===== src/rtl/ht_cmd_arbiter.sv =====
// ht_cmd_arbiter: shares one hash-table command/result port pair between
// REQ_CNT requesters. Commands are granted round-robin into one registered
// output stage. The issuer ID of every command goes into an in-order tag FIFO,
// which steers each returning result back to its issuer. OP_INIT is handled
// as a drain barrier: it is issued only with nothing in flight, and nothing
// else is issued until its own result has come back.

package ht_cmd_arbiter_pkg;

  typedef enum logic [1:0] {
    OP_SEARCH = 2'd0,
    OP_INSERT = 2'd1,
    OP_DELETE = 2'd2,
    OP_INIT   = 2'd3
  } ht_opcode_t;

  typedef struct packed {
    ht_opcode_t  opcode;
    logic [15:0] key;
    logic [15:0] value;
  } ht_command_t;

  typedef struct packed {
    logic        found;
    logic [15:0] value;
  } ht_result_t;

endpackage

module ht_cmd_arbiter
  import ht_cmd_arbiter_pkg::*;
#(
  parameter int REQ_CNT         = 4,
  parameter int MAX_OUTSTANDING = 16,
  parameter int ID_W            = $clog2(REQ_CNT),
  localparam int CMD_W          = $bits(ht_command_t),
  localparam int RES_W          = $bits(ht_result_t),
  localparam int CNT_W          = $clog2(MAX_OUTSTANDING) + 1
) (
  input  logic                            clk_i,
  input  logic                            rst_i,
  // requester command side
  input  logic [REQ_CNT-1:0][CMD_W-1:0]   req_cmd_i,
  input  logic [REQ_CNT-1:0]              req_valid_i,
  output logic [REQ_CNT-1:0]              req_ready_o,
  // hash table command side
  output logic [CMD_W-1:0]                ht_cmd_o,
  output logic                            ht_cmd_valid_o,
  input  logic                            ht_cmd_ready_i,
  // hash table result side
  input  logic [RES_W-1:0]                ht_res_i,
  input  logic                            ht_res_valid_i,
  output logic                            ht_res_ready_o,
  // requester result side
  output logic [RES_W-1:0]                res_o,
  output logic [REQ_CNT-1:0]              res_valid_o,
  input  logic [REQ_CNT-1:0]              res_ready_i,
  // status
  output logic [CNT_W-1:0]                outstanding_o,
  output logic                            init_busy_o,
  output logic                            err_unexp_res_o
);

  localparam int                PTR_W    = $clog2(MAX_OUTSTANDING);
  localparam logic [CNT_W-1:0]  FULL_CNT = CNT_W'(MAX_OUTSTANDING);
  localparam logic [ID_W-1:0]   LAST_ID  = ID_W'(REQ_CNT - 1);

  typedef enum logic [1:0] {
    ST_RUN        = 2'd0,
    ST_INIT_DRAIN = 2'd1,
    ST_INIT_WAIT  = 2'd2
  } state_t;

  state_t            state_q, state_d;
  logic [ID_W-1:0]   rr_q;
  logic [ID_W-1:0]   init_id_q, init_id_d;

  // output stage
  logic [CMD_W-1:0]  cmd_q;
  logic              cmd_vld_q;
  logic              stage_free;

  // tag FIFO
  logic [ID_W-1:0]   tag_mem [MAX_OUTSTANDING];
  logic [PTR_W-1:0]  wr_ptr_q, rd_ptr_q;
  logic [CNT_W-1:0]  cnt_q;
  logic              fifo_empty, can_issue;
  logic [ID_W-1:0]   head_id;

  // arbitration
  logic              win_vld;
  logic [ID_W-1:0]   win_id;
  ht_command_t       win_cmd;
  logic              grant;
  logic [ID_W-1:0]   grant_id;

  logic              push, pop, unexp;
  logic              err_q;

  // Requester IDs wrap at REQ_CNT, which need not be a power of two.
  function automatic logic [ID_W-1:0] inc_id(input logic [ID_W-1:0] id);
    return (id == LAST_ID) ? '0 : id + ID_W'(1);
  endfunction

  assign stage_free = !cmd_vld_q || ht_cmd_ready_i;
  assign fifo_empty = (cnt_q == '0);
  // Registered count only: a pop this cycle does not open a slot until next cycle.
  assign can_issue  = stage_free && (cnt_q < FULL_CNT);
  assign head_id    = tag_mem[rd_ptr_q];

  // Round-robin search: first valid requester at or after the RR pointer.
  always_comb begin
    logic [ID_W-1:0] idx;
    win_vld = 1'b0;
    win_id  = rr_q;
    idx     = rr_q;
    for (int i = 0; i < REQ_CNT; i++) begin
      if (!win_vld && req_valid_i[idx]) begin
        win_vld = 1'b1;
        win_id  = idx;
      end
      idx = inc_id(idx);
    end
  end

  assign win_cmd = req_cmd_i[win_id];

  // FSM next state and grant decision; INIT is parked until the pipe is empty.
  always_comb begin
    state_d   = state_q;
    init_id_d = init_id_q;
    grant     = 1'b0;
    grant_id  = win_id;
    unique case (state_q)
      ST_RUN: begin
        if (win_vld) begin
          if (win_cmd.opcode == OP_INIT) begin
            state_d   = ST_INIT_DRAIN;
            init_id_d = win_id;
          end else if (can_issue) begin
            grant = 1'b1;
          end
        end
      end
      ST_INIT_DRAIN: begin
        grant_id = init_id_q;
        if (fifo_empty && stage_free && req_valid_i[init_id_q]) begin
          grant   = 1'b1;
          state_d = ST_INIT_WAIT;
        end
      end
      ST_INIT_WAIT: begin
        // only the INIT tag is in the FIFO here, so any pop is its result
        if (pop) state_d = ST_RUN;
      end
      default: state_d = ST_RUN;
    endcase
    if (rst_i) grant = 1'b0;
  end

  // One-hot ready to the granted requester.
  always_comb begin
    req_ready_o           = '0;
    req_ready_o[grant_id] = grant;
  end

  // Result steering by the tag at the FIFO head; unmatched results are dropped.
  always_comb begin
    res_valid_o = '0;
    if (!fifo_empty && !rst_i) res_valid_o[head_id] = ht_res_valid_i;
    ht_res_ready_o = fifo_empty ? 1'b1 : res_ready_i[head_id];
  end

  assign res_o = ht_res_i;
  assign push  = grant;
  assign pop   = ht_res_valid_i && !fifo_empty && res_ready_i[head_id] && !rst_i;
  assign unexp = ht_res_valid_i && fifo_empty;

  // Control state: FSM, RR pointer, output stage, FIFO pointers/count, error flag.
  always_ff @(posedge clk_i) begin
    if (rst_i) begin
      state_q   <= ST_RUN;
      rr_q      <= '0;
      init_id_q <= '0;
      cmd_q     <= '0;
      cmd_vld_q <= 1'b0;
      wr_ptr_q  <= '0;
      rd_ptr_q  <= '0;
      cnt_q     <= '0;
      err_q     <= 1'b0;
    end else begin
      state_q   <= state_d;
      init_id_q <= init_id_d;
      if (stage_free) begin
        cmd_vld_q <= grant;
        if (grant) cmd_q <= req_cmd_i[grant_id];
      end
      if (push) begin
        wr_ptr_q <= wr_ptr_q + PTR_W'(1);
        rr_q     <= inc_id(grant_id);
      end
      if (pop) rd_ptr_q <= rd_ptr_q + PTR_W'(1);
      unique case ({push, pop})
        2'b10:   cnt_q <= cnt_q + CNT_W'(1);
        2'b01:   cnt_q <= cnt_q - CNT_W'(1);
        default: cnt_q <= cnt_q;
      endcase
      if (unexp) err_q <= 1'b1;
    end
  end

  // Tag storage needs no reset; entries are only read behind the count.
  always_ff @(posedge clk_i) begin
    if (push) tag_mem[wr_ptr_q] <= grant_id;
  end

  assign ht_cmd_o        = cmd_q;
  assign ht_cmd_valid_o  = cmd_vld_q;
  assign outstanding_o   = cnt_q;
  assign init_busy_o     = (state_q != ST_RUN);
  assign err_unexp_res_o = err_q;

  a_grant_onehot: assert property (@(posedge clk_i) disable iff (rst_i)
    $onehot0(req_ready_o));
  a_cnt_bound: assert property (@(posedge clk_i) disable iff (rst_i)
    cnt_q <= FULL_CNT);
  a_cmd_hold: assert property (@(posedge clk_i) disable iff (rst_i)
    (ht_cmd_valid_o && !ht_cmd_ready_i) |=> (ht_cmd_valid_o && $stable(ht_cmd_o)));

endmodule


===== config.mk =====
export PLATFORM = sky130hd
export DESIGN_NAME = ht_cmd_arbiter
export DESIGN_NICKNAME = d
export VERILOG_FILES = /design/src/rtl/ht_cmd_arbiter.sv
export SDC_FILE = /design/constraint.sdc
export NUM_CORES = 1
export LEC_CHECK = 0
export ABC_AREA = 1
export ABC_CLOCK_PERIOD_IN_PS = 3100
export CELL_PAD_IN_SITES_DETAIL_PLACEMENT = 1
export CELL_PAD_IN_SITES_GLOBAL_PLACEMENT = 1
export CORE_MARGIN = 2
export CORE_UTILIZATION = 28
export CTS_BUF_LIST = sky130_fd_sc_hd__clkbuf_2
export CTS_CLUSTER_DIAMETER = 40
export CTS_CLUSTER_SIZE = 30
export DETAILED_ROUTE_END_ITERATION = 8
export GPL_ROUTABILITY_DRIVEN = 0
export HOLD_SLACK_MARGIN = 0.12
export PLACE_DENSITY = 0.82
export SYNTH_ARGS = -nofsm -noshare
export SYNTH_HDL_FRONTEND = slang
export SYNTH_SLANG_ARGS = --single-unit

===== constraint.sdc =====
create_clock -name clk_i -period 3.1 [get_ports clk_i]
set_input_delay 0.31 -clock clk_i [delete_from_list [all_inputs] [get_ports clk_i]]
set_output_delay 0.31 -clock clk_i [all_outputs]
set_load 0.005 [all_outputs]

Word level (Yosys, flattened, before mapping):

Memory sizes are Yosys's and may differ from the RTL's. A register that Yosys moved wholly into a read port is not among the register bits.
Index checks and enable logic that the tools add are counted.

* $lt $le $gt $ge: 11
* multiply operators: 0
* muxes and demuxes: 50
* add/sub/neg operators: 8
* shifts and indexed selects: 0
* equality and inequality tests: 13
* bitwise gates (word level): 2
* div/mod/pow operators: 0
* reductions and logical operators: 27

Operators with widths (number)
* binary-select mux 34 bit (select 2 bit): 2
* two-way mux 34 bit: 2
* less-than comparator 2 x 3 -> 1 bit, second input constant: 8
* two-way mux 2 bit: 12
* two-way mux 1 bit: 20
* == test 2 bit, second input constant: 7
* logical AND 1 bit: 13
* binary-select mux 1 bit (select 2 bit): 6
* two-way mux 4 bit: 3
* case mux 5 bit (2 select lines): 1
* adder 2 x 1 -> 2 bit, second input constant: 4
* adder 4 x 1 -> 4 bit, second input constant: 2
* bitwise AND 4 bit: 2
* != test 2 bit, second input constant: 4
* zero test 1 bit: 6
* case mux 2 bit (3 select lines): 1
* adder 5 x 1 -> 5 bit, second input constant: 1
* zero test 5 bit: 1
* less-than comparator 5 bit, second input constant: 1
* subtractor 5 x 1 -> 5 bit, second input constant: 1
* demux 1 bit (select 2 bit): 2
* == test 2 x 1 -> 1 bit, second input constant: 2
* >= comparator 2 x 1 -> 1 bit, second input constant: 2
* AND reduction 4 bit: 1
* other kinds (6): 7

* memory bits (writable): 32
* register bits: 55
* bits in latches: 0
* ROM bits: 0
* output and inout port bits: 68
* logic and storage cells: 121
* bits of input ports: 165
* memories: 1

Memories
* tag_mem: depth 16, width 2, rd ports 1, clocked after Yosys merged registers in 1, write ports 1, RTL line 84 `logic [ID_W-1:0] tag_mem [MAX_OUTSTANDING];`

Depth between registers and ports, before layout:

* word-level depth: 21
* mapped depth: 28
* gate-level depth less buffers: 27

Worst setup path before layout:

Ideal clock, no wire load.

* path type: register to register
* start point: reg rr_q[1]
* end point: reg cnt_q[4] (netlist: outstanding_o[4])
* arrival time: 3284 ps
* data required time: 3030 ps
* slack: -253 ps
* setup time: 70 ps
* stages on the path, launching flop included: 27
* clock period less this slack: 3353 ps
* path buffers: 1
* cells stage by stage: dfxtp_1 ha_1 inv_2 nand3_1 nand2_1 nand2_4 nor2_4 nand2_4 clkinv_2 nand2_2 nand2_4 nand3_1 nand3_2 nand2_2 nand2_2 buf_2 ha_1 xor2_1 ha_1 inv_1 nand2_1 nand2_1 o21ai_0 o21ai_0 a21oi_1 o21ai_0 a21oi_1

* longest elaborated chain between the ends: 21
* elaborated cells between the ends (all ways): 41
* those cells by class: add/sub: 3; eq/ne: 6; mux: 25; reduce/logical: 7

Ends and longest elaborated chain
* from (decl): RTL line 75 `logic [ID_W-1:0] rr_q;`
* from (signal assigned): RTL line 200 `rr_q <= inc_id(grant_id);`
* branches (longest 16 deep; another with adder 2 x 1 -> 2 bit)
* two-way mux 1 bit *: RTL line 136 `if (win_vld) begin`
* case mux 1 bit (2 select lines) *: RTL line 134 `unique case (state_q)`
* two-way mux 1 bit *: RTL line 158 `if (rst_i) grant = 1'b0;`
* == test 2 x 1 -> 1 bit / == test 2 bit (equally long branches): RTL line 203 `unique case ({push, pop})`
* case mux 5 bit (2 select lines) / nonzero test 2 bit (equally long branches)
* to (signal assigned): RTL line 204 `2'b10: cnt_q <= cnt_q + CNT_W'(1);`
* to (signal assigned): RTL line 205 `2'b01: cnt_q <= cnt_q - CNT_W'(1);`
* to (signal assigned): RTL line 206 `default: cnt_q <= cnt_q;`
* to (decl): RTL line 86 `logic [CNT_W-1:0] cnt_q;`

Every way passes the cells marked *. The select of a mux whose other input is x is not followed.
A chain may end at the register's enable or synchronous reset.

Worst setup path in the final report:

* start point: reg rr_q[0]
* end point: reg cnt_q[4] (netlist: outstanding_o[4])

Same word-level chain as after synthesis.

==> results.txt <==
The largest single stage delay on the critical path is around 0.42 ns. The part of the power in registers came out at a little under a fifth. The total via count after detailed routing is around 6k. The critical path in this run is classified as reg -> reg.

Counting instances in the post-synthesis netlist gives the leading cell types as nand2_1, nor2_1, o21ai_0. The worst setup slack before clock tree synthesis came out at -0.3987 ns. The share of the synthesized area in the top cell type is between 20% and 30%. Fill cells in the final layout number 2553. STA puts the critical path data arrival time at slightly below 4 ns. The placed wire-length estimate is around 15000 um.

Once layout is done, the placed cells without fillers occupy about 8500 um2. The combined flip-flop and latch cell area is roughly 2200 um2. After Yosys synthesis, and, or, nand and nor cells account for approximately 33% of the synthesized area.

The run finished, with violations left. The placeable core region came out at slightly above 20000 um2. The overall die height is ~150 um. The total CTS buffers came out at 9. The top-level port count is approximately 230. The proportion of layout cells with a drive suffix above 1 is between 10% and 20%.

The post-layout worst setup margin came out at -0.1896 ns. The static leakage came out at 3.605 nW. The tightest slew margin relative to the limit came out at 66.19%. The buffering stage count on the worst path with inverters included came out at 2.

The design internal power came out at 4.789 mW. The final setup TNS is -0.5805 ns. Setup repair after global routing could not meet its margin everywhere. Clock-pin slew was measured on the worst setup and hold paths at around 0.28 ns.

The required arrival time at the worst endpoint came out at between 3 and 4 ns. The worst-skew pair later-pin latency came out at 0.60 ns. The share of total power in combinational logic is about three quarters. The tree is rooted in a clkbuf_2. From synthesis to final layout, the design area changed by 47.85%.

After the first detailed-routing iteration, the DRC count stood at about 170. The max-slew violation count is 0. The kind of end point of the critical path is a flop. The footprint of the multi-input gates is between 3000 and 4000 um2. The worst IR drop on VDD came out at 0.0007100 V.

The share of the Yosys chip area taken by registers is 37.27%. For the final database, setup skew stands at 0.03916 ns. Grouping stages by cell kind, the critical path spends the most delay in simple AND/OR/NAND/NOR gates. The main combinational cell family by area after synthesis is simple AND/OR/NAND/NOR gates.

The synthesized-area fraction occupied by xor and xnor cells is approximately 1.4%. After floorplanning, the core was divided into between 50 and 60 placement rows. After detailed routing, the average wire length per cell comes to between 15 and 20 um. Static timing analysis puts the maximum clock frequency at approximately 300 MHz. The synthesized design contains 32 enable-type register cells.

The share of synthesized area spent on multiplexers is 0%. The number of nets in the synthesized netlist is 1010. The routed wire length is between 20000 and 25000 um. The longest clock path from root to sink contains 2 buffers. The depth of the CTS H-tree is 3. The count of hold-fix buffers inserted at cts came out at 0.

The number of nets with antenna violations after detailed routing came out at 0. The cell type with the highest occurrence count on the critical path is nand2_1. The number of synthesis warnings is 0. In the global route stage, overall resource usage came out at a little under a fifth. The clock network is responsible for under 10% of the overall power.

The via count of the first global-routing pass came out at ~6.4k. The final count of hold timing violations is 0. In this run the horizontal extent of the chip is between 100 and 150 um.

Entering global routing, the biggest net connects 69 pins. The area fraction in compound gates after synthesis is between 10 and 15%. Yosys attributes the largest share of cell area to dfxtp_1, edfxtp_1, nand2_1, nor2_1, o21ai_0. The net switching share of the total power came out at 52.68%. The synthesized area divided by synthesized cell count came out at around 6.9 um2. The peak fanout along the critical path is 4. The final setup violation count came out at 5. The proportion of synthesized flip-flops having asynchronous set or reset is 0%. Summed over all layers, the global routing overflow is 0. The min-delay analysis places its worst path in the category in -> reg. Max-cap violations in this run came to 0. The clock net in this run drives a total of 91 sinks. In the post-synthesis netlist, the cell with the most instances is nand2_1. The net load switching power came out at 5.331 mW. The number of remaining DRC errors is 0. The most used flip-flop cell after synthesis is dfxtp_1. Synthesis handed over a netlist of 832 instances. The power per cell area is between 1000 and 1500 nW/um2. The area share of fa/ha/maj cells after synthesis is approximately 2.8%.

The netlist area before placement is ~5700 um2. The kind of launch point of the worst setup path is a flop. The first-pass iteration count of the detailed router came out at 4. The final reports fail on setup timing. The final net count is 1212. Dividing the final minimum period by the clock period gives 106.1%. dfxtp_1 takes more of the synthesized area than any other cell.

The flip-flop and latch count after synthesis came out at about 90. Buffers placed on the I/O ports in this run total ~200. The tightest hold margin is 0.3234 ns. The wire length of the first global-routing pass is 32840 um. For the finished layout, the period the worst path requires is ~3.3 ns.

The slowest stage of the critical path is the dfxtp_4 cell. The initial cell density of the core is between 20% and 30%. The distinct cell type count after synthesis is 34. In the routed layout, each cell is associated on average with a via count of 4.689.

The transition time of the tightest slew-check pin is between 0.5 and 0.6 ns. TritonCTS built the clock tree. The initial antenna violation count came to 1. The placed cell area is approximately 8000 um2.

The floorplan step defined a die boundary enclosing between 20000 and 25000 um2.
-- kinds of logic after synthesis --
logic type,after synthesis
AO/OA/AOI/OAI,158
AND/OR/NAND/NOR,438
buffers and inverters,123
adder cells (fa/ha/maj),13
flip-flops,91
XOR/XNOR,9
-- area by class of cell --
cell class,count,share of cell area [%]
multi-input cells,618,37.99
clock buffers,9,0.5300
well taps,270,3.975
repair buffers,249,28.52
clock inverters,7,0.4859
flip-flops and latches,91,25.31
diodes,1,0.02945
inverters,65,3.165
-- tightest hold or removal path: stages --
cell,delay (ns)
clkdlybuf4s50_1,0.42
a21oi_1,0.15
nor2_1,0.04
-- sequential cells by signal, summed over array words and instances, names as in the netlist, named ones only --
| name | count |
|---|---|
| state_q | 2 |
| rr_q | 2 |
| wr_ptr_q | 4 |
| err_unexp_res_o | 1 |
| ht_cmd_o | 34 |
| ht_cmd_valid_o | 1 |
| rd_ptr_q | 4 |
| init_id_q | 2 |
| outstanding_o | 5 |
| tag_mem | 32 |
-- what timing repair did --
item | 4_1_cts | 5_1_grt
gates resized for setup | 66 | 41
buffers inserted | 10 | 7
setup endpoints to repair | 6 | 44
cloned | 0 | 1
pin swaps | 11 | 20
-- stage by stage --
step | total power [mW] | cells | util (%)
global route | 11.19 | 1310 | 42.13
global placement | 8.647 | 1275 | 39.49
floorplan | 6.671 | 832 | -
detailed placement | 8.815 | 1275 | 39.49
finish | 10.12 | 1310 | 42.13
CTS | 9.921 | 1301 | 41.11
-- final timing paths --
check        slack (ns)             from  cells after the start                to
max               -0.19          rr_q[0]                     25  outstanding_o[4]
min                0.32   ht_res_valid_i                      3   err_unexp_res_o
max reg2reg       -0.19          rr_q[0]                     25  outstanding_o[4]
min reg2reg        0.51  err_unexp_res_o                      2   err_unexp_res_o
-- power groups by stage --
stage	Sequential [mW]	Combinational [mW]	Clock, mW
after floorplan	1.91	4.76	0
after global placement	1.91	6.74	0
after detailed placement	1.92	6.89	0
after CTS	1.90	7.46	0.564
after global routing	1.95	8.63	0.614
final	1.91	7.68	0.533
-- routing by layer --
| layer | track usage, % | share of wire [%] | up-vias |
|---|---|---|---|
| li1 | - | - | 3055 |
| met1 | 21.53 | 40 | 2909 |
| met2 | 34.02 | 51 | 155 |
| met3 | 6.242 | 7.1 | 23 |
| met4 | 5.577 | 1.6 | 0 |
| met5 | 0 | 0 | - |
-- layout by cell type, fill, tap and decap left out, types with 4 or more instances in the layout --
cell type and count:
a21oi_1 19, buf_2 4, buf_4 42, buf_6 5, clkbuf_2 9, clkdlybuf4s50_1 192
dfxtp_1 56, edfxtp_1 32, ha_1 6, ha_4 5, inv_1 55, inv_2 4
nand2_1 206, nand2_2 23, nand2_4 12, nand3_1 31, nand3_2 15, nor2_1 115
nor2_2 23, nor2_4 6, o211ai_1 8, o21ai_0 85, o21ai_1 38, xor2_1 5
No activity file was read; power rests on OpenSTA's default activity.
